### src/rtl/sram_bus_arbiter.sv
// sram_bus_arbiter
// ----------------
// Shares one SRAM-like slave bus between the instruction-fetch master and
// the data-access master of the CPU core. Each transaction runs as
// accept (IDLE) -> address handshake (ADDR) -> data handshake (DATA).
// Only one transaction is outstanding at a time. The response goes back
// to the master that won the grant.
//
// Configuration macro: SRAM_ARB_RR_EN
//   undefined : fixed priority, the data master always wins contention.
//   defined   : round-robin. A last_owner register records the most recent
//               grant, and on contention the other master wins.
//
// Ports
//   clk, resetn                  core clock, synchronous active-low reset
//   inst_* / data_* (inputs)     master request: req, wr, size, wstrb,
//                                addr, wdata
//   inst_* / data_* (outputs)    addr_ok (accepted this cycle),
//                                data_ok (response valid this cycle),
//                                rdata (valid with data_ok)
//   req, wr, size, wstrb,
//   addr, wdata (outputs)        slave request fields
//   addr_ok, data_ok, rdata      slave handshakes and read data

module sram_bus_arbiter (
  input  logic        clk,
  input  logic        resetn,

  input  logic        inst_req,
  input  logic        inst_wr,
  input  logic [1:0]  inst_size,
  input  logic [3:0]  inst_wstrb,
  input  logic [31:0] inst_addr,
  input  logic [31:0] inst_wdata,
  output logic        inst_addr_ok,
  output logic        inst_data_ok,
  output logic [31:0] inst_rdata,

  input  logic        data_req,
  input  logic        data_wr,
  input  logic [1:0]  data_size,
  input  logic [3:0]  data_wstrb,
  input  logic [31:0] data_addr,
  input  logic [31:0] data_wdata,
  output logic        data_addr_ok,
  output logic        data_data_ok,
  output logic [31:0] data_rdata,

  output logic        req,
  output logic        wr,
  output logic [1:0]  size,
  output logic [3:0]  wstrb,
  output logic [31:0] addr,
  output logic [31:0] wdata,
  input  logic        addr_ok,
  input  logic        data_ok,
  input  logic [31:0] rdata
);

  typedef enum logic [1:0] {
    IDLE = 2'd0,
    ADDR = 2'd1,
    DATA = 2'd2
  } state_t;

  state_t      state_q, state_d;
  logic        owner_q, owner_d;
  logic        wr_q, wr_d;
  logic [1:0]  size_q, size_d;
  logic [3:0]  wstrb_q, wstrb_d;
  logic [31:0] addr_q, addr_d;
  logic [31:0] wdata_q, wdata_d;

`ifdef SRAM_ARB_RR_EN
  logic        last_owner_q, last_owner_d;
`endif

  logic        grant_data;
  logic        grant_inst;
  logic        resp_valid;

  // Arbitration. The data master wins unless round-robin is enabled and it
  // was the last one granted while the inst master is also requesting.
  always_comb begin
`ifdef SRAM_ARB_RR_EN
    grant_data = data_req & (~inst_req | ~last_owner_q);
`else
    grant_data = data_req;
`endif
    grant_inst = inst_req & ~grant_data;
  end

  // Next-state logic. The winner's fields are captured in IDLE so that the
  // slave sees stable values for however long ADDR lasts. A slave data_ok
  // outside DATA is a protocol error and is ignored.
  always_comb begin
    state_d = state_q;
    owner_d = owner_q;
    wr_d    = wr_q;
    size_d  = size_q;
    wstrb_d = wstrb_q;
    addr_d  = addr_q;
    wdata_d = wdata_q;
`ifdef SRAM_ARB_RR_EN
    last_owner_d = last_owner_q;
`endif
    case (state_q)
      IDLE: begin
        if (grant_data) begin
          state_d = ADDR;
          owner_d = 1'b1;
          wr_d    = data_wr;
          size_d  = data_size;
          wstrb_d = data_wstrb;
          addr_d  = data_addr;
          wdata_d = data_wdata;
`ifdef SRAM_ARB_RR_EN
          last_owner_d = 1'b1;
`endif
        end else if (grant_inst) begin
          state_d = ADDR;
          owner_d = 1'b0;
          wr_d    = inst_wr;
          size_d  = inst_size;
          wstrb_d = inst_wstrb;
          addr_d  = inst_addr;
          wdata_d = inst_wdata;
`ifdef SRAM_ARB_RR_EN
          last_owner_d = 1'b0;
`endif
        end
      end
      ADDR: begin
        if (addr_ok) begin
          state_d = DATA;
        end
      end
      DATA: begin
        if (data_ok) begin
          state_d = IDLE;
        end
      end
      default: begin
        state_d = IDLE;
      end
    endcase
  end

  // State and latched request registers.
  always_ff @(posedge clk) begin
    if (!resetn) begin
      state_q <= IDLE;
      owner_q <= 1'b0;
      wr_q    <= 1'b0;
      size_q  <= 2'd0;
      wstrb_q <= 4'd0;
      addr_q  <= 32'd0;
      wdata_q <= 32'd0;
`ifdef SRAM_ARB_RR_EN
      last_owner_q <= 1'b0;
`endif
    end else begin
      state_q <= state_d;
      owner_q <= owner_d;
      wr_q    <= wr_d;
      size_q  <= size_d;
      wstrb_q <= wstrb_d;
      addr_q  <= addr_d;
      wdata_q <= wdata_d;
`ifdef SRAM_ARB_RR_EN
      last_owner_q <= last_owner_d;
`endif
    end
  end

  // Master-facing outputs. The handshakes are held low while resetn is
  // asserted, because a grant made during reset would be discarded. The
  // rdata outputs are zero except in the cycle that their data_ok pulses.
  always_comb begin
    resp_valid   = resetn && (state_q == DATA) && data_ok;
    inst_addr_ok = resetn && (state_q == IDLE) && grant_inst;
    data_addr_ok = resetn && (state_q == IDLE) && grant_data;
    inst_data_ok = resp_valid && !owner_q;
    data_data_ok = resp_valid && owner_q;
    inst_rdata   = inst_data_ok ? rdata : 32'd0;
    data_rdata   = data_data_ok ? rdata : 32'd0;
  end

  // Slave-facing outputs come straight from the latched registers.
  always_comb begin
    req   = (state_q == ADDR);
    wr    = wr_q;
    size  = size_q;
    wstrb = wstrb_q;
    addr  = addr_q;
    wdata = wdata_q;
  end

endmodule

### config.mk
export PLATFORM = sky130hd
export DESIGN_NAME = sram_bus_arbiter
export DESIGN_NICKNAME = d
export VERILOG_FILES = /design/src/rtl/sram_bus_arbiter.sv
export SDC_FILE = /design/constraint.sdc
export NUM_CORES = 1
export LEC_CHECK = 0
export CORE_AREA = 2 2 122 124
export CTS_CLUSTER_DIAMETER = 40
export DETAILED_ROUTE_END_ITERATION = 16
export DIE_AREA = 0 0 124 126
export HOLD_SLACK_MARGIN = 0.08
export PLACE_DENSITY = 0.67
export SLEW_MARGIN = 30
export SYNTH_ARGS = -nofsm -noshare
export SYNTH_HDL_FRONTEND = slang
export SYNTH_SLANG_ARGS = --single-unit
### constraint.sdc
create_clock -name clk -period 3.6 [get_ports clk]
set_input_delay 0.36 -clock clk [delete_from_list [all_inputs] [get_ports clk]]
set_output_delay 0.36 -clock clk [all_outputs]
set_load 0.005 [all_outputs]
== After elaboration in Yosys (flattened, before gate mapping) ==
Index checks and enable logic that the tools add are counted.

* Equal/unequal tests: 5
* Mux-type cells: 19
* Bitwise logic cells: 2
* Reduce and logical (&&, ||, !) cells: 12

{| class="wikitable"
|+ Operators with widths
! cell !! count
|-
| 32-bit 2-to-1 mux || 6
|-
| 2-bit 2-to-1 mux || 6
|-
| 4-bit 2-to-1 mux || 2
|-
| 1-bit logical AND || 7
|-
| 2-bit one-hot mux with 3 select lines || 1
|-
| 1-bit 2-to-1 mux || 4
|-
| 3-bit inequality test (second input constant) || 1
|-
| 3-bit AND reduction || 1
|-
| 2-bit by 1-bit == test with 1-bit output (second input constant) || 1
|-
| 2-bit == test (second input constant) || 1
|-
| 2-bit logical NOT || 1
|-
| 2-bit by 1-bit inequality test with 1-bit output (second input constant) || 1
|-
| 2-bit inequality test (second input constant) || 1
|-
| 2-bit AND reduction || 1
|-
| 2-bit nonzero test || 1
|-
| 1-bit AND || 1
|-
| 1-bit logical NOT || 1
|-
| 1-bit inverter || 1
|}

* Flip-flop bits (word level): 74
* Bits of input ports: 180
* Logic and storage cells: 45

== Logic depth before layout (Yosys ltp) ==
Gate-level depths: netlist of the first run.

* Depth in word-level cells: 5
* Gate-level depth with buffers: 6

== Least setup slack after synthesis of the first run ==
Ideal clock, no wire load.

* Kind: register to output
* From: register state_q[0]
* To: output data_rdata[10]
* Data arrival time: 1.136 ns
* Data required time: 3.240 ns
* Setup slack: 2.104 ns
* Stages on the path, launching flop included: 5
* Buffers on the path: 1
* Cells stage by stage: dfxtp_1 nand2b_1 nor3_2 clkbuf_1 and2_1

* Word-level cells in the longest chain between the ends: 5

{| class="wikitable"
|+ Ends and longest elaborated chain
! what !! line !! text
|-
| start, declared || 66 || <nowiki>state_t state_q, state_d;</nowiki>
|-
| start signal, assigned || 163 || <nowiki>state_q <= state_d;</nowiki>
|-
| 2-bit == test || 180 || <nowiki>resp_valid = resetn && (state_q == DATA) && data_ok;</nowiki>
|-
| 1-bit logical AND (2 in a row) || 180 ||
|-
| 1-bit logical AND || 184 || <nowiki>data_data_ok = resp_valid && owner_q;</nowiki>
|-
| 32-bit 2-to-1 mux || 186 || <nowiki>data_rdata = data_data_ok ? rdata : 32'd0;</nowiki>
|-
| end, declared || 47 || <nowiki>output logic [31:0] data_rdata,</nowiki>
|}

Every way passes these cells.

== Final worst setup path of the first run ==
* From: input data_ok
* To: output inst_rdata[23]

* Word-level cells in the longest chain between the ends: 3

{| class="wikitable"
|+ Ends and longest elaborated chain
! what !! line !! text
|-
| start, declared || 56 || <nowiki>input logic data_ok,</nowiki>
|-
| 1-bit logical AND || 180 ||
|-
| 1-bit logical AND || 183 || <nowiki>inst_data_ok = resp_valid && !owner_q;</nowiki>
|-
| 32-bit 2-to-1 mux || 185 || <nowiki>inst_rdata = inst_data_ok ? rdata : 32'd0;</nowiki>
|-
| end, declared || 37 || <nowiki>output logic [31:0] inst_rdata,</nowiki>
|}

Every way passes these cells.

==> results.txt, run 1 <==
Worst slew margin: 46.8%
kind of critical path: in2out
Syn Nets: 594
Sum Neg Setup Slack: 0 ns
share of cells above drive strength 1: 4.08%
Ys Warns: 0
Final min period: 2.76 ns
mean routed wirelength per cell: 16.9 um
Mean Syn Cell Area: 9.72 sq um
first-pass GRT wire length: 22,300 um
VDD IR max: 0.186 mV
final hold violation count: 0
Die ar.: 0.0156 sq mm
CTS sink cnt: 74
Ports: 320
CTS buffer count: 9
final setup fails: 0
TritonCTS clock tree: built
FF-to-FF End: owner_q$_SDFFE_PN0P_
worst r2r src: state_q[1]$_SDFFE_PN0P_
PD cells: 341 mW/mm^2
crit end category: output port
Final GP Congestion: 0.763
Area growth syn-to-layout: 87.2%
CP Capture Point: inst_rdata[23]
RSZ-0062 raised after global routing: false
post-synthesis register bit count: 74
storage element area: 0.00148 sq mm
gr usage total: 18.3%
clk_skew: 0.00725 ns
vias per cell: 4.75
layout filler cell count: 1,296
Clk Latency, worst-skew pair: 0.33 ns
fin nets: 886
first-pass iteration count of the detailed router: 4
Distinct cells, synth: 24
Worst R2R Setup Slack: 1.47 ns
Final Power: 2570 uW
gr ovfl total: 0
Mapped Area: 0.00402 sq mm
Worst Setup SP: data_ok
Hold-fix buffers, CTS: 0
worst-case clock buffer depth: 2
Worst-Margin Slew: 0.798 ns
initial antenna violation count: 0
area of the core: 0.0143 sq mm
Gate Count Post-Synth: 414
H-tree levels: 3
HPWL Detailed: 11,600 um
Post-CTS Setup Inserts: 0
Hold Path Depth: 1
number of DRC markers in iteration 0: 168
Startpoint Class: input port
register area share after synthesis: 36.8%
vias: 4,255
pin count of the biggest net entering global routing: 75
Arr. time, crit path: 2.40 ns
max_cap viols: 0
Post-DRT Antenna Nets: 0
number of global-route vias before repair: 4,294
post-cts sizing count: 0
drt total wl: 15,100 um
Remaining DRCs: 0
port bufs: 319
Leak: 0.00355 uW
status: complete, no violations
Min-Delay Path Class: reg2reg
R2R depth: 3
Peak Freq: 362 MHz
WP data required: 3.24 ns
CTS root buffer: clkbuf_16
Worst Path Max Fanout: 23
row cnt: 44
Starting Density: 28.1%
Die Ht: 126 um
Tcrit/Tclk final: 76.7%
chip width: 124 um
Worst-path clk slew: 0.06 ns
area of the multi-input gates: 0.00230 sq mm
fin. max-slew vios: 0
Antenna Diode Count: 0
[cell families (layout without fill, tap and decap cells)]
logic type	Yosys count	in the layout	synth area share, %
simple gates	149	149	21.1
buf+inv	46	343	6.19
flops	74	74	36.8
mux	71	71	17.7
compound gates	74	74	18.2
[how the worst min path moves through the flow]
| stage | start | to |
|---|---|---|
| finish | wdata[0]$_SDFFE_PN0P_ | wdata[0]$_SDFFE_PN0P_ |
| global route | wdata[28]$_SDFFE_PN0P_ | wdata[28]$_SDFFE_PN0P_ |
| CTS | owner_q$_SDFFE_PN0P_ | owner_q$_SDFFE_PN0P_ |
| detailed placement | addr[1]$_SDFFE_PN0P_ | addr[1]$_SDFFE_PN0P_ |
| global placement | owner_q$_SDFFE_PN0P_ | owner_q$_SDFFE_PN0P_ |
| floorplan | owner_q$_SDFFE_PN0P_ | owner_q$_SDFFE_PN0P_ |
[worst max-delay path, stage by stage]
cell and delay [ns]:
clkdlybuf4s50_1 0.51, nand2_1 0.11, nor3_2 0.45, buf_4 0.32, and2_1 0.15, clkdlybuf4s50_1 0.50
[where the power goes]
| group | switching [uW] | internal, uW |
|---|---|---|
| registers | 51.8 | 919 |
| clock network | 354 | 489 |
| logic | 283 | 469 |
| total | 689 | 1880 |
[cell usage in the layout (no fill, tap or decap), types with 2 or more instances in the layout]
cell             netlist  routed
and2_1                64      64
buf_4                  1       8
clkbuf_16              0       9
clkdlybuf4s50_1        0     317
clkinvlp_4             0       2
dfxtp_1               74      74
inv_6                  0       2
mux2i_1               71      71
nand2_1                2       2
nand3_1               71      71
nor2b_1                3       3
nor3_2                 2       2
o211a_1               71      71
[state kept, by name (all words and copies together), names as in the netlist]
name,count
wdata,32
addr,32
wr,1
owner_q,1
wstrb,4
size,2
state_q,2
[per-stage QoR]
step	cell area, sq um	util [%]	hold WS, ns	std cells	setup WS, ns
2_1_floorplan	4020	-	0.456	414	2.10
3_3_place_gp	7250	50.7	0.470	879	0.959
3_5_place_dp	7250	50.7	0.486	879	0.827
4_1_cts	7530	52.6	0.496	895	0.823
5_1_grt	7530	52.6	0.512	895	0.683
6_report	7530	52.6	0.497	895	0.839
[cell usage after synthesis, drive strengths merged]
cell type	number	area share, %
o21a	1	0.19
nand2	2	0.19
nor2b	3	0.47
o211a	71	18
and2	65	10
clkbuf	25	2.3
or2	1	0.16
o21bai	1	0.19
buf	20	3.8
nor3	2	0.50
inv	1	0.093
nor2	2	0.25
nand2b	1	0.16
mux2i	71	18
a22oi	1	0.19
nor3b	1	0.19
nor4b	1	0.22
dfxtp	74	37
nand3	71	8.8
[final cells by class]
class	count	share of cell area, %
Multi-Input combinational cell	294	30.5
Clock buffer	11	3.22
Inverter	1	0.0498
Timing Repair Buffer	326	43.0
Sequential cell	74	19.7
Clock inverter	5	0.498
Tap cell	184	3.06
[routing by layer]
layer / track usage, % / routed length (um) / up-vias
li1: - / - / 2085
met1: 17.9 / 5300 / 1967
met2: 36.3 / 8140 / 190
met3: 6.02 / 1490 / 13
met4: 4.36 / 192 / 0
met5: 0 / 0 / -
Note: power is estimated with default switching activity, not from simulation.
==> inputs of run 2 (changes only) <==
--- a/config.mk
+++ b/config.mk
@@ -5,12 +5,12 @@
 export SDC_FILE = /design/constraint.sdc
 export NUM_CORES = 1
 export LEC_CHECK = 0
-export CORE_AREA = 2 2 122 124
+export CORE_AREA = 2 2 123 125
 export CTS_CLUSTER_DIAMETER = 40
 export DETAILED_ROUTE_END_ITERATION = 16
-export DIE_AREA = 0 0 124 126
+export DIE_AREA = 0 0 125 127
 export HOLD_SLACK_MARGIN = 0.08
-export PLACE_DENSITY = 0.67
+export PLACE_DENSITY = 0.69
 export SLEW_MARGIN = 30
 export SYNTH_ARGS = -nofsm -noshare
 export SYNTH_HDL_FRONTEND = slang
==> constraint.sdc (replaced) <==
create_clock -name clk -period 2.3 [get_ports clk]
set_input_delay 0.23 -clock clk [delete_from_list [all_inputs] [get_ports clk]]
set_output_delay 0.23 -clock clk [all_outputs]
set_load 0.005 [all_outputs]
==> run 2 against run 1 <==
Against the previous run:
- clock skew rose by 0.0018 ns
- combinational power rose by 57%
- non-clock buffer count rose by 7
- sequential share of layout area fell by 0.27 points
- hold slack got worse by 0.095 ns
- setup slack got worse by 0.75 ns
- register-to-register slack got worse by 0.73 ns
- clock power rose by 55%
- largest power group unchanged
==> results.txt, run 2 (same netlist as run 1, synthesis figures left out) <==
fin nets: 893 (+0.79%)
CTS root buffer: clkbuf_16
Pint: 2960 uW (+58%)
Clk Latency, worst-skew pair: 0.33 ns (about the same)
Worst Setup SP: state_q[0]$_SDFFE_PN0P_
drt total wl: 15,200 um (+0.46%)
share of cells above drive strength 1: 5.44% (+1.4 points)
number of global-route vias before repair: 4,381 (+2.0%)
worst-case clock buffer depth: 2 (unchanged)
Min-Delay Path Class: in2reg
met3 wire length: 1320 um (-11%)
TritonCTS clock tree: built
final setup fails: 0 (unchanged)
WP depth: 6 (unchanged)
PD cells: 524 mW/mm^2 (+54%)
gr usage total: 17.8% (-0.48 points)
sequential fraction of design power: 38.0% (+0.2 points)
Buf/Inv on CP: 3 (unchanged)
Startpoint Class: flip-flop
clk_skew: 0.00908 ns (+0.00183 ns)
final core occ: 53.0% (+0.42 points)
WP data required: 2.07 ns (-1.17 ns)
Post-DRT Antenna Nets: 0 (unchanged)
row cnt: 44 (unchanged)
CP delay by family, top: buffers and inverters
max_cap viols: 0 (unchanged)
CTS sink cnt: 74 (unchanged)
chip width: 125 um (+0.81%)
status: complete, no violations
gr ovfl total: 0 (unchanged)
area of the multi-input gates: 0.00232 sq mm (+0.87%)
storage element area: 0.00148 sq mm (+0.17%)
Die ar.: 0.0159 sq mm (+1.6%)
Worst-Margin Slew: 0.823 ns (+0.0249 ns)
first-pass iteration count of the detailed router: 5 (+1)
most frequent cells in the layout: 311 x clkdlybuf4s50_1, 72 x dfxtp_1, 71 x mux2i_1, 71 x nand3_1, 71 x o211a_1
first-pass GRT wire length: 22,700 um (+1.8%)
Leak: 0.00372 uW (+4.9%)
number of DRC markers in iteration 0: 246 (+46%)
highest routed layer: met4
Die Ht: 127 um (+0.79%)
Sw Ratio: 26.2% (-0.64 points)
Final Power: 4010 uW (+56%)
crit end category: output port
Net Sw Power: 1050 uW (+53%)
CP Capture Point: data_rdata[6]
HPWL Detailed: 11,200 um (-3.1%)
Ports: 320 (unchanged)
worst r2r src: state_q[1]$_SDFFE_PN0P_
Starting Density: 27.9% (-0.21 points)
Arr. time, crit path: 1.98 ns (-0.42 ns)
VDD IR max: 0.296 mV (+59%)
most common cell after layout, fill and taps aside: clkdlybuf4s50_1
area of the core: 0.0144 sq mm (+0.77%)
kind of critical path: reg2out
final hold violation count: 0 (unchanged)
Tcrit/Tclk final: 96.3%
Final min period: 2.21 ns
Worst R2R Setup Slack: 0.74 ns (-0.73 ns)
pin count of the biggest net entering global routing: 75 (unchanged)
Worst-path clk slew: 0.06 ns (about the same)
mean routed wirelength per cell: 16.8 um (-0.32%)
vias: 4,409 (+3.6%)
CP max stage cell: clkdlybuf4s50_1
CTS buffer count: 9 (unchanged)
R2R depth: 4 (+1)
vias per cell: 4.89 (+2.8%)
H-tree levels: 3 (unchanged)
CP max stage delay: 0.49 ns (-0.02 ns)
fin. max-slew vios: 0 (unchanged)
Worst Path Max Fanout: 8 (-65%)
Final GP Congestion: 0.843 (+10%)
Peak Freq: 451 MHz
Area growth syn-to-layout: 90.1%
power share of the clock group: 32.6% (-0.3 points)
combinational group share of total power: 29.4% (about the same)
Hold-fix buffers, CTS: 0 (unchanged)
layout filler cell count: 1,264 (-2.5%)
Worst slew margin: 45.2% (-1.7 points)
FF-to-FF End: addr[17]$_SDFFE_PN0P_
DR WL met2: 8180 um (+0.48%)
CP Cell Sequence: nand2b_4 -> nor3_4 -> buf_4 -> buf_6 -> and2_1 -> clkdlybuf4s50_1
initial antenna violation count: 1 (+1)
wl on met1: 5250 um (-0.98%)
Remaining DRCs: 0 (unchanged)
port bufs: 319 (unchanged)
run 2: cell count changes in the layout (fill, tap and decap cells not counted), moves of 2 or more:
| cell | change |
|---|---|
| clkdlybuf4s50_1 | -6 |
| dfxtp_1 | -2 |
| nor3_4 | +2 |
| nor3_2 | -2 |
| dfxtp_2 | +2 |
| buf_6 | +4 |
| dlymetal6s2s_1 | +6 |
run 2: worst min path at each step:
stage	start	to	slack, ns	depth (start not counted)
global placement	owner_q$_SDFFE_PN0P_	owner_q$_SDFFE_PN0P_	0.47	2
finish	resetn	owner_q$_SDFFE_PN0P_	0.40	4
global route	resetn	owner_q$_SDFFE_PN0P_	0.43	4
CTS	resetn	owner_q$_SDFFE_PN0P_	0.44	4
detailed placement	owner_q$_SDFFE_PN0P_	owner_q$_SDFFE_PN0P_	0.48	2
floorplan	addr_ok	state_q[1]$_SDFFE_PN0P_	0.41	2
run 2: layer usage:
metal	GRT usage [%]	vias up
met5	0	-
met4	6.47	0
met3	5.86	30
met2	34.3	215
met1	17.9	2060
li1	-	2104
run 2: power by group through the flow:
stage          sequential [uW]  combinational (uW)  clock [uW]
6_report                  1520                1180        1310
5_1_grt                   1540                1280        1400
2_1_floorplan             1560                 462           0
3_5_place_dp              1550                1180           0
4_1_cts                   1520                1190        1360
3_3_place_gp              1540                1170           0
run 2: worst min-delay path: cells and delay by family:
kind,cells,cell delay [ns]
and+or+nand+nor,2,0.17
AOI/OAI and AO/OA,1,0.15
buffers and inverters,1,0.12
run 2: area by class of cell:
cell class	instances	share of cell area [%]
antenna	1	0.0327
clock buffer	11	3.30
clock inverter	4	0.343
inverter	1	0.0491
multi-input combinational	294	30.3
sequential	74	19.4
tap	184	3.01
timing repair buffer	333	43.6
run 2: metrics by stage:
step | hold WS [ns] | setup slack (ns) | area (sq um) | cells | TNS [ns]
global placement | 0.465 | 0.217 | 7270 | 880 | 0
floorplan | 0.415 | 0.934 | 4020 | 414 | 0
CTS | 0.442 | 0.0235 | 7550 | 895 | 0
detailed placement | 0.479 | 0.145 | 7270 | 880 | 0
global route | 0.431 | -0.00726 | 7650 | 902 | -0.0279
finish | 0.402 | 0.0850 | 7650 | 902 | 0
run 2: repair_timing:
item,CTS,global route
resized for setup,1,20
gates cloned,0,3
buffers inserted,0,3
pin swaps,0,1
setup endpoints to repair,2,55
==> inputs of run 3 (changes only) <==
--- a/config.mk
+++ b/config.mk
@@ -10,6 +10,7 @@
 export DETAILED_ROUTE_END_ITERATION = 16
 export DIE_AREA = 0 0 125 127
 export HOLD_SLACK_MARGIN = 0.08
+export MAX_ROUTING_LAYER = met4
 export PLACE_DENSITY = 0.69
 export SLEW_MARGIN = 30
 export SYNTH_ARGS = -nofsm -noshare
==> run 3 against run 2 <==
Against the previous run:
- global-route usage is 0.49 points higher
- cell count decreased by 0.11%
- total power hardly changed
- sequential power about the same
==> results.txt, run 3 (same netlist as run 1, synthesis figures left out) <==
CTS root buffer: clkbuf_16
H-tree levels: 3 (unchanged)
Worst Path Max Fanout: 9 (+1)
Ports: 320 (unchanged)
Buf/Inv on CP: 3 (unchanged)
worst-case clock buffer depth: 2 (unchanged)
final core occ: 52.9% (-0.13 points)
Worst-Margin Slew: 0.816 ns (-0.00623 ns)
drt total wl: 15,100 um (-0.47%)
design area: 0.00763 sq mm (-0.25%)
TritonCTS clock tree: built
Starting Density: 27.9% (unchanged)
Remaining DRCs: 0 (unchanged)
CP max stage delay: 0.52 ns (+0.03 ns)
Area growth syn-to-layout: 89.7%
Leak: 0.00361 uW (-3.1%)
initial antenna violation count: 1 (unchanged)
PD cells: 526 mW/mm^2 (+0.30%)
Final GP Congestion: 0.856 (+1.6%)
crit-path most repeated cell: buf_6
gr usage total: 18.3% (+0.49 points)
CP delay by family, top: buffers and inverters
final hold violation count: 0 (unchanged)
clk_skew: 0.0108 ns (+0.00171 ns)
kind of critical path: reg2out
Final min period: 2.25 ns (+0.0368 ns)
vias per cell: 4.87 (-0.28%)
chip width: 125 um (unchanged)
gr ovfl total: 0 (unchanged)
hold_ws: 0.408 ns (+0.00563 ns)
Post-DRT Antenna Nets: 0 (unchanged)
hold path endpoint: owner_q$_SDFFE_PN0P_
number of DRC markers in iteration 0: 245 (-0.41%)
VDD IR max: 0.294 mV (-0.62%)
Worst slew margin: 45.6% (+0.42 points)
Peak Freq: 444 MHz (-1.6%)
Startpoint Class: flip-flop
row cnt: 44 (unchanged)
Die Ht: 127 um (unchanged)
CTS sink cnt: 74 (unchanged)
Die ar.: 0.0159 sq mm (unchanged)
Clk Latency, worst-skew pair: 0.34 ns (about the same)
crit end category: output port
fin. max-slew vios: 0 (unchanged)
Worst-path clk slew: 0.06 ns (about the same)
worst r2r src: state_q[1]$_SDFFE_PN0P_
Tcrit/Tclk final: 97.9% (+1.6 points)
Hold Crit Start: resetn
DP Cell Count: 880 (unchanged)
Final Power: 4010 uW (about the same)
area of the core: 0.0144 sq mm (unchanged)
status: complete, no violations
FF-to-FF End: addr[17]$_SDFFE_PN0P_
first-pass GRT wire length: 22,700 um (-0.27%)
first-pass iteration count of the detailed router: 4 (-1)
number of global-route vias before repair: 4,391 (+0.23%)
mean routed wirelength per cell: 16.8 um (-0.36%)
most frequent cells in the layout: 317 x clkdlybuf4s50_1, 72 x dfxtp_1, 71 x mux2i_1, 71 x nand3_1, 71 x o211a_1
R2R depth: 4 (unchanged)
HPWL Detailed: 11,200 um (unchanged)
vias: 4,392 (-0.39%)
CP max stage cell: clkdlybuf4s50_1
final setup fails: 0 (unchanged)
CTS buffer count: 9 (unchanged)
fin cells: 901 (-0.11%)
Worst R2R Setup Slack: 0.75 ns (about the same)
most common cell after layout, fill and taps aside: clkdlybuf4s50_1
Min-Delay Path Class: in2reg
pin count of the biggest net entering global routing: 75 (unchanged)
max_cap viols: 0 (unchanged)
WP data required: 2.07 ns (about the same)
Hold Path Depth: 4 (unchanged)
share of cells above drive strength 1: 5.31% (-0.13 points)
Arr. time, crit path: 2.02 ns (+0.04 ns)
fin nets: 892 (-0.11%)
port bufs: 319 (unchanged)
Area after DPL: 0.00727 sq mm (unchanged)
CP Cell Sequence: nand2b_4 -> nor3_4 -> buf_6 -> buf_6 -> and2_1 -> clkdlybuf4s50_1
==> run 3: worst register-to-register path, stage by stage, from the launching register on <==
cell,delay [ns]
dfxtp_2,0.35
nor2_4,0.11
buf_4,0.55
nand3_1,0.25
o211a_1,0.18
==> run 3: area by class of cell <==
cell class	count	area, sq um
fill	1264	6790
timing repair buffer	332	3310
multi-input combinational	294	2320
sequential	74	1480
clock buffer	11	253
tap	184	230
clock inverter	4	26.3
inverter	1	3.75
antenna	1	2.50
==> run 3: how the worst max path moves through the flow <==
stage | from | slack [ns] | cells past startpoint | end
after CTS | state_q[0]$_SDFFE_PN0P_ | 0.02 | 5 | data_rdata[22]
after global placement | data_ok | 0.22 | 6 | data_rdata[28]
final | state_q[0]$_SDFFE_PN0P_ | 0.05 | 6 | data_rdata[22]
after detailed placement | data_ok | 0.14 | 6 | data_rdata[22]
after global routing | state_q[0]$_SDFFE_PN0P_ | -0.03 | 6 | data_rdata[22]
after floorplan | state_q[0]$_SDFFE_PN0P_ | 0.93 | 4 | data_rdata[10]
==> run 3: stage by stage <==
stage	setup TNS, ns	setup slack, ns
2_1_floorplan	0	0.934
3_5_place_dp	0	0.145
5_1_grt	-0.295	-0.0327
6_report	0	0.0482
3_3_place_gp	0	0.217
4_1_cts	0	0.0235
==> run 3: what timing repair did <==
item                                    CTS  global route
cloned                                    0             3
buffers inserted                          0             2
pin swaps                                 0             1
hold buffers                              0             0
gates resized for setup                   1            15
endpoints found under the setup margin    2            55
==> run 3: power breakdown <==
part / total [uW] / internal (uW) / switching (uW)
sequential: 1520 / 1440 / 85.0
combinational: 1180 / 739 / 441
clock: 1310 / 782 / 528
==> run 3: metal layers <==
layer  global-route usage [%]  up-vias  part of all wire, %
li1                         -     2104                    -
met1                     18.3     2022                   35
met2                     34.2      233                   53
met3                     4.90       33                  7.9
met4                     6.86        0                  3.3
met5                        -        -                    0
